[src/rtl/twiddle_fetcher.sv]
// twiddle_fetcher: sequences twiddle ROM reads for one radix-2 DIT butterfly stage and
// streams the words out through a 3-entry FIFO. Define TWIDDLE_FETCHER_CONJ_EN to conjugate (negate im).
module twiddle_fetcher #(
    parameter int N_LOG2 = 9,
    parameter int TF_W   = 10
) (
    input  logic                   clk,
    input  logic                   rst_n,
    input  logic                   start,
    input  logic [3:0]             stage,
    output logic [N_LOG2-2:0]      tf_addr,
    output logic                   tf_addr_nd,
    input  logic [2*TF_W-1:0]      tf_in,
    output logic signed [TF_W-1:0] tw_re,
    output logic signed [TF_W-1:0] tw_im,
    output logic [N_LOG2-2:0]      tw_addr,
    output logic                   tw_last,
    output logic                   tw_valid,
    input  logic                   out_ready,
    output logic                   busy,
    output logic                   done
);
    localparam int A_W   = N_LOG2 - 1;
    localparam int DEPTH = 3;
    localparam logic [A_W-1:0] J_LAST = '1;

    typedef enum logic [1:0] {IDLE, FETCH, DRAIN} state_t;

    typedef struct packed {
        logic signed [TF_W-1:0] re;
        logic signed [TF_W-1:0] im;
        logic [A_W-1:0]         addr;
        logic                   last;
    } entry_t;

    state_t         state_q, state_d;
    logic [A_W-1:0] j_q;
    logic [3:0]     stage_q;
    logic           req_last_q;
    logic           rd_pend_q;
    logic [A_W-1:0] rd_addr_q;
    logic           rd_last_q;
    entry_t         fifo_q [DEPTH];
    logic [1:0]     wr_ptr_q, rd_ptr_q, count_q;
    entry_t         head, cap;
    logic           start_ok, issue_first, issue_next, issue;
    logic           push, pop, room;
    logic [2:0]     committed;

    // Butterfly j of stage s uses twiddle (j mod 2^s) * 2^(A_W-s).
    function automatic logic [A_W-1:0] addr_of(input logic [A_W-1:0] j, input logic [3:0] s);
        logic [A_W:0] mask;
        mask = ((A_W+1)'(1) << s) - (A_W+1)'(1);
        return A_W'(({1'b0, j} & mask) << (A_W - int'(s)));
    endfunction

    function automatic logic [1:0] ptr_inc(input logic [1:0] p);
        return (p == 2'(DEPTH - 1)) ? 2'd0 : p + 2'd1;
    endfunction

    assign start_ok = start && (int'(stage) < N_LOG2);
    assign head     = fifo_q[rd_ptr_q];
    assign tw_valid = (count_q != 2'd0);
    assign pop      = tw_valid & out_ready;
    assign push     = rd_pend_q;

    // Words already committed to the FIFO next cycle: stored, returning, requested, less this pop.
    assign committed = {1'b0, count_q} + {2'b0, rd_pend_q} + {2'b0, tf_addr_nd} - {2'b0, pop};
    assign room      = (committed < 3'd3);
    assign issue     = issue_first | issue_next;

    always_ff @(posedge clk or negedge rst_n) begin
        // NOTE: sequential state uses non-blocking assignments so every flop samples pre-edge values.
        if (!rst_n) begin
            state_q <= IDLE;
            done    <= 1'b0;
        end else begin
            state_q <= state_d;
            done    <= pop & head.last;
        end
    end

    always_comb begin
        state_d = state_q;
        case (state_q)
            IDLE:    if (start_ok) state_d = FETCH;
            FETCH:   if (issue_next && (j_q == J_LAST)) state_d = DRAIN;
            DRAIN:   if (pop && head.last) state_d = IDLE;
            default: state_d = IDLE;
        endcase
    end

    always_comb begin
        // NOTE: every combinational output gets a default first, so no path can infer a latch.
        busy        = 1'b0;
        issue_first = 1'b0;
        issue_next  = 1'b0;
        case (state_q)
            IDLE:  issue_first = start_ok;
            FETCH: begin
                busy       = 1'b1;
                issue_next = room;
            end
            DRAIN: busy = 1'b1;
            default: ;
        endcase
    end

    // Request side: the strobe is a flop, so out_ready only reaches it through the next-state logic.
    always_ff @(posedge clk or negedge rst_n) begin
        if (!rst_n) begin
            tf_addr_nd <= 1'b0;
            tf_addr    <= '0;
            j_q        <= '0;
            stage_q    <= '0;
            req_last_q <= 1'b0;
        end else begin
            tf_addr_nd <= issue;
            if (issue_first) begin
                stage_q    <= stage;
                tf_addr    <= '0;
                j_q        <= A_W'(1);
                req_last_q <= (J_LAST == '0);
            end else if (issue_next) begin
                tf_addr    <= addr_of(j_q, stage_q);
                req_last_q <= (j_q == J_LAST);
                j_q        <= j_q + A_W'(1);
            end
        end
    end

    always_ff @(posedge clk or negedge rst_n) begin
        if (!rst_n) begin
            rd_pend_q <= 1'b0;
            rd_addr_q <= '0;
            rd_last_q <= 1'b0;
        end else begin
            rd_pend_q <= tf_addr_nd;
            if (tf_addr_nd) begin
                rd_addr_q <= tf_addr;
                rd_last_q <= req_last_q;
            end
        end
    end

    always_comb begin
        cap.re = tf_in[2*TF_W-1:TF_W];
`ifdef TWIDDLE_FETCHER_CONJ_EN
        cap.im = -tf_in[TF_W-1:0];
`else
        cap.im = tf_in[TF_W-1:0];
`endif
        cap.addr = rd_addr_q;
        cap.last = rd_last_q;
    end

    always_ff @(posedge clk or negedge rst_n) begin
        if (!rst_n) begin
            // NOTE: the three storage entries are reset so tw_* read as zero straight out of reset.
            for (int i = 0; i < DEPTH; i++) fifo_q[i] <= '0;
            wr_ptr_q <= '0;
            rd_ptr_q <= '0;
            count_q  <= '0;
        end else begin
            if (push) begin
                fifo_q[wr_ptr_q] <= cap;
                wr_ptr_q         <= ptr_inc(wr_ptr_q);
            end
            if (pop) rd_ptr_q <= ptr_inc(rd_ptr_q);
            case ({push, pop})
                2'b10:   count_q <= count_q + 2'd1;
                2'b01:   count_q <= count_q - 2'd1;
                default: ;
            endcase
        end
    end

    assign tw_re   = head.re;
    assign tw_im   = head.im;
    assign tw_addr = head.addr;
    assign tw_last = head.last;

endmodule
[config.mk]
export PLATFORM = sky130hd
export DESIGN_NAME = twiddle_fetcher
export DESIGN_NICKNAME = d
export VERILOG_FILES = /design/src/rtl/twiddle_fetcher.sv
export SDC_FILE = /design/constraint.sdc
export NUM_CORES = 1
export LEC_CHECK = 0
export ABC_AREA = 0
export BUFFER_PORTS_ARGS = -buffer_cell sky130_fd_sc_hd__buf_2
export CELL_PAD_IN_SITES_DETAIL_PLACEMENT = 0
export CELL_PAD_IN_SITES_GLOBAL_PLACEMENT = 1
export CORE_ASPECT_RATIO = 1.5
export CORE_MARGIN = 2
export CORE_UTILIZATION = 51
export DETAILED_ROUTE_END_ITERATION = 8
export GPL_ROUTABILITY_DRIVEN = 0
export PLACE_DENSITY_LB_ADDON = 0.1
export SLEW_MARGIN = 20
export SYNTH_ARGS = -nofsm -noshare
export SYNTH_HDL_FRONTEND = slang
export SYNTH_SLANG_ARGS = --single-unit
[constraint.sdc]
create_clock -name clk -period 8.3 [get_ports clk]
set_clock_uncertainty 0.05 [all_clocks]
set_input_delay 0.83 -clock clk [delete_from_list [all_inputs] [get_ports clk]]
set_output_delay 0.83 -clock clk [all_outputs]
set_load 0.05 [all_outputs]
==> flow_summary.yaml, run 1 <==
synth:
  muxShareOfSynthArea: 0.2229
  synth_fa_ha_area_frac: 0.03270
  synth_top_family_by_area: "multiplexers"
  netlist_top_cells_area: "dfrtp_1 52%, mux2_2 16%, mux2i_1 4.8%"
  synth_compound_area_frac: 0.08983
  async_flop_share: 1.000
  synth_top_area_frac: 0.5168
  synth_edf_count: 0
  yosys.area.top_type: "dfrtp_1"
  syn_inst: 535
  synth_nets: 578
  synth-warning-count: 0
  post_synth_num_cell_types: 60
  syn_area_um2: 6198
  synth-simple-area-share: 0.09306
  synth_xor_area_frac: 0.01554
  synth_seq_cells: 128
  syn_area_per_cell_um2: 11.59
  yosysSeqAreaShare: 0.5168
  ys.flop_type: "dfrtp_1"
floorplan:
  rows: 49
  io_pins: 69
  start_util: 0.5185
  die_area_um2: 13070
  dieHeight_um: 139.0
  die_w_um: 94.02
  coreArea_um2: 11960
worst_setup_path:
  required_ns: 8.58
  max_stage_delay_ns: 0.41
  crit_buf_inv: 2
  slowest_stage: "dfrtp_1"
  crit_path_max_fanout: 10
  cp-end-kind: "flop"
  path_cells: "or2_2 > nand2_1 > inv_1 > ha_1 > fa_1 > inv_1 > fa_1 > nand2b_1 > and3_1 > nand4_1 > or3_1 > a21oi_1"
  cp.arrival_ns: 3.71
  critPathTopFamily: "simple AND/OR/NAND/NOR gates"
  cp-start-kind: "flop"
  rrSetupSlack_ns: 4.87
  critPathKind: "reg2reg"
placed_design:
  io_buffers: 68
  place_ws_ns: 4.684
  dpl.hpwl_um: 8844
sta:
  rsz0062_at_grt: "no"
  tightest_slew_ns: 0.9067
  fmax_mhz: 291.6
  final_max_slew_viol_count: 0
  maxSlewHeadroom: 0.3948
  fin_setup_tns_ns: 0
  hold_viol_final: 0
  timing.final.ws_setup_ns: 4.870
  finalCritPeriodShare: 0.4132
  setup_violations: 0
  min_period_ns: 3.430
detailed_routing:
  via_count: 4226
  first_iter_violations: 147
  first_pass_iters: 4
  wl_um: 13350
  ant_nets: 0
  vias_per_cell: 5.495
  routedWlPerCell_um: 17.36
  drc: 0
clock_network:
  clock_latency_ns: 0.41
  clk_pin_slew_worst_paths_ns: 0.06
  clockBufferDepth: 2
  cts_tree: "done"
  holdBufCountCts: 0
  cts.sinks: 128
  root_buffer: "clkbuf_16"
  ctsResizeCount: 0
  cts-htree-levels: 4
  cts_buffers: 17
  post-cts-setup-buffers: 0
global_routing:
  grt_pass1_wl_um: 22250
  grt_pass1_vias: 4504
  antenna_found_initial: 0
  grt.total_usage: 0.2202
  grt_max_degree: 73
  grt-ovfl-total: 0
job:
  cap_violations: 0
power_and_ir_drop:
  combinationalPowerShare: 0.459
  intPower_uw: 1944
  clockPowerShare: 0.227
  p_per_area_nw_per_um2: 465.8
  leakage_uw: 0.003439
  vdd_drop_max_mv: 0.2117
  p_switching_uw: 1461
  p_sw_frac: 0.4291
  power_frac_seq: 0.314
finish:
  drive_above_1_share: 0.3279
  most-common-layout-cells: "127 x dfrtp_1, 86 x mux2_2, 67 x buf_2"
  n_antenna_cell: 0
  num-nets-final: 646
  final_common_cell: "dfrtp_1"
  area_growth_pct: 17.92
run_status:
  status: "finished, final reports clean"
min_path:
  hp-class: "reg2reg"
[power by group through the flow]
stage                     clock network [µW]  logic, µW  registers (µW)
after CTS                                785       1580            1070
after detailed placement                   0       1570            1080
final                                    773       1560            1070
after floorplan                            0       1220            1060
after global routing                     819       1680            1110
after global placement                     0       1550            1060
[worst reg2reg max path, stage by stage, from the launching register on]
cell and delay [ns]:
dfrtp_1 0.41, or2_2 0.32, nand2_1 0.12, inv_1 0.11, ha_1 0.30, fa_1 0.36, inv_1 0.07, fa_1 0.40
nand2b_1 0.10, and3_1 0.38, nand4_1 0.23, or3_1 0.36, a21oi_1 0.15
[kinds of logic (layout without fill, tap and decap cells)]
logic type,after synthesis,count (layout)
compound gates,87,87
xor+xnor,11,11
fa+ha+maj,15,15
buf+inv,45,126
flops,128,128
mux,126,126
simple gates,123,123
[final cells by class]
class / count / area (µm²)
fillers: 993 / 4646
flip-flops and latches: 128 / 3204
multi-input cells: 362 / 2826
clock buffers: 18 / 429.2
repair buffers: 75 / 395.4
clock inverters: 14 / 191.4
well taps: 153 / 191.4
inverters: 19 / 71.32
[layer usage]
metal | wire [µm] | GRT usage | part of all wire | vias to the layer above
li1 | - | - | - | 2026
met1 | 5446 | 0.2520 | 0.41 | 2098
met2 | 7131 | 0.3921 | 0.53 | 78
met3 | 392 | 0.04946 | 0.029 | 24
met4 | 375 | 0.08696 | 0.028 | 0
met5 | 0 | 0 | 0 | -
[cell usage after synthesis (all sizes together), types with 2 or more instances]
library cell  number
dfrtp            128
nor3               6
or2                2
or3                3
a31oi              2
mux2              96
xnor2              6
and2               2
nand3              6
o21a               2
nor2              15
clkbuf            15
buf               11
nand2             63
o2bb2ai            2
fa                 2
nand3b             2
mux2i             30
inv               18
ha                13
o21ai             44
nand4              3
a21oi             11
a21o               4
and3               7
xor2               5
nor2b              3
o31ai              4
o311ai             2
o211ai             2
nand2b             5
[through the flow]
step | cell area (µm²) | instances | util | total power, µW | hold slack (ns)
3_5_place_dp | 6689 | 737 | 0.5595 | 2650 | 0.4308
5_1_grt | 7310 | 769 | 0.6114 | 3610 | 0.4594
6_report | 7310 | 769 | 0.6114 | 3405 | 0.4392
2_1_floorplan | 6198 | 535 | - | 2278 | 0.4141
4_1_cts | 7310 | 769 | 0.6114 | 3435 | 0.4436
3_3_place_gp | 6689 | 737 | 0.5595 | 2612 | 0.4229
[worst paths after layout]
path,startpoint,endpoint,depth (start not counted)
min reg2reg,fifo_q[26],fifo_q[26],1
min in group asynchronous,rst_n,fifo_q[24],1
max,count_q[0],j_q[7],12
min,fifo_q[26],fifo_q[26],1
max reg2reg,count_q[0],j_q[7],12
max in group asynchronous,rst_n,fifo_q[35],2
[flip-flops by register name, indices dropped and copies added (netlist names)]
name	count
rd_ptr_q	2
state_q	2
done	1
rd_addr_q	8
tf_addr	8
stage_q	4
rd_last_q	1
j_q	8
req_last_q	1
fifo_q	87
wr_ptr_q	2
count_q	2
tf_addr_nd	1
push	1
No activity file was read; power rests on OpenSTA's default activity.
==> inputs of run 2 (changes only) <==
--- a/config.mk
+++ b/config.mk
@@ -11,7 +11,7 @@
 export CELL_PAD_IN_SITES_GLOBAL_PLACEMENT = 1
 export CORE_ASPECT_RATIO = 1.5
 export CORE_MARGIN = 2
-export CORE_UTILIZATION = 51
+export CORE_UTILIZATION = 42
 export DETAILED_ROUTE_END_ITERATION = 8
 export GPL_ROUTABILITY_DRIVEN = 0
 export PLACE_DENSITY_LB_ADDON = 0.1
==> constraint.sdc (replaced) <==
create_clock -name clk -period 2.8 [get_ports clk]
set_clock_uncertainty 0.05 [all_clocks]
set_input_delay 0.28 -clock clk [delete_from_list [all_inputs] [get_ports clk]]
set_output_delay 0.28 -clock clk [all_outputs]
set_load 0.05 [all_outputs]
==> run 2 against run 1 <==
Clock power grew to 3.2 times the previous value. Cell count increased by 10%. Highest routed layer unchanged. Critical path depth stayed put. The flow now finishes with violations (negative setup slack). Total power grew to 3.2 times the previous value. Sequential power grew to 2.9 times the previous value. Via count up 5.4%. Largest power group unchanged. Global-route usage is 2.8 points lower. Sequential share of layout area decreased by 2.5 points. Die area is 21% higher. Critical path type unchanged. Non-clock buffer count up 35.
==> flow_summary.yaml, run 2 (synthesis results as in run 1) <==
clock_network:
  cts-htree-levels: 4
  clockBufferDepth: 2
  root_buffer: "clkbuf_16"
  cts_buffers: 17
  clock_latency_ns: 0.40
  cts_tree: "done"
  clk_pin_slew_worst_paths_ns: 0.06
  cts.sinks: 128
power_and_ir_drop:
  p_per_area_nw_per_um2: 1393
  leakage_uw: 0.003640
  vdd_drop_max_mv: 0.8052
finish:
  n_fill_cell: 1323
  largest_reg_flops: 87
  design_area_um2: 7761
  most-common-layout-cells: "126 x dfrtp_1, 86 x mux2_2, 67 x buf_2"
  final_common_cell: "dfrtp_1"
  n_antenna_cell: 0
  drive_above_1_share: 0.3856
  area_growth_pct: 25.21
  regMostFlops: "fifo_q"
  num-nets-final: 681
job:
  cap_violations: 0
min_path:
  hold_path_depth: 3
  hp-class: "in2reg"
detailed_routing:
  ant_nets: 0
  first_pass_iters: 4
  vias_per_cell: 5.257
  drc: 0
  first_iter_violations: 66
  routedWlPerCell_um: 16.97
  via_count: 4453
  wl_um: 14370
global_routing:
  antenna_found_initial: 0
  grt.total_usage: 0.1921
  grt-ovfl-total: 0
  grt_pass1_wl_um: 23320
  grt_pass1_vias: 4678
  grt_max_degree: 72
sta:
  fin_setup_tns_ns: -0.8469
  timing.final.ws_setup_ns: -0.1099
  hold_viol_final: 0
  tightest_slew_ns: 0.5211
  rsz0062_at_grt: "yes"
  finalCritPeriodShare: 1.039
  setup_violations: 12
  final_max_slew_viol_count: 0
  min_period_ns: 2.910
  fmax_mhz: 343.7
  maxSlewHeadroom: 0.6497
worst_setup_path:
  r2r_end: "j_q[7]"
  r2r_start: "count_q[1]"
  critPathLaunch: "count_q[1]"
  critPathKind: "reg2reg"
  crit_path_max_fanout: 5
  cp.arrival_ns: 3.20
  required_ns: 3.09
  crit_end: "j_q[7]"
  cp-end-kind: "flop"
  rr_worst_depth: 12
  cp-start-kind: "flop"
  rrSetupSlack_ns: -0.11
placed_design:
  post_dp_cell_area_um2: 6975
  io_buffers: 68
  dpl.hpwl_um: 9728
floorplan:
  dieHeight_um: 152.8
  die_w_um: 103.2
  io_pins: 69
  rows: 54
  coreArea_um2: 14460
  start_util: 0.4287
  die_area_um2: 15770
run_status:
  status: "finished, violations left"
  violations: "negative setup slack"
==> run 2: final cells by class <==
class	instances	area [µm²]	share of cell area
clock buffer	18	429.2	0.05530
clock inverter	14	239.0	0.03079
inverter	19	75.07	0.009673
multi-input combinational	362	2890	0.3724
sequential	128	3206	0.4130
tap	196	245.2	0.03160
timing repair buffer	110	676.9	0.08722
==> run 2: per-layer routing <==
layer | vias to the layer above | GRT usage | wire length, µm
met5 | - | 0 | 0
met2 | 74 | 0.3575 | 8010
met1 | 2263 | 0.2097 | 5629
met3 | 24 | 0.04266 | 488
met4 | 0 | 0.06015 | 246
li1 | 2092 | - | -
==> run 2: worst min-delay path by stage <==
stage | from | endpoint | slack [ns]
finish | stage[3] | stage_q[3] | 0.04
global route | stage[3] | stage_q[3] | 0.04
global placement | rst_n | fifo_q[24] | 0.14
detailed placement | rst_n | fifo_q[24] | 0.15
floorplan | rst_n | count_q[0] | -0.07
CTS | stage[3] | stage_q[3] | 0.02
==> run 2: power by group <==
group          switching, µW  total (µW)  internal, µW  leakage, µW
clock network            794        2460          1670     0.000316
registers                461        3080          2620      0.00162
logic                   3260        5270          2010      0.00171
==> run 2: critical path: stages (launching register included) <==
cell and delay, ns:
dfrtp_1 0.38, or2_4 0.27, nand2_4 0.07, inv_4 0.04, ha_4 0.20, fa_2 0.34, inv_2 0.07, fa_1 0.41
nand2b_1 0.12, and3_4 0.20, nand4_1 0.18, or3_1 0.37, a21oi_1 0.14
==> run 2: through the flow <==
stage | utilization | instances | power, µW | hold WS [ns] | setup slack, ns
2_1_floorplan | - | 535 | 6803 | -0.06559 | -0.1791
3_3_place_gp | 0.4824 | 806 | 8106 | 0.1414 | -0.02678
3_5_place_dp | 0.4824 | 806 | 8226 | 0.1461 | -0.07809
4_1_cts | 0.5326 | 842 | 10800 | 0.02467 | -0.06446
5_1_grt | 0.5368 | 847 | 11480 | 0.03627 | -0.2532
6_report | 0.5368 | 847 | 10810 | 0.03561 | -0.1099
==> run 2: what timing repair did <==
| action | 4_1_cts | 5_1_grt |
|---|---|---|
| buffers inserted | 3 | 5 |
| hold buffers | 1 | 0 |
| hold endpoints to repair | 20 | 0 |
| resized for setup | 5 | 5 |
| pin swaps | 3 | 3 |
| endpoints found under the setup margin | 11 | 17 |
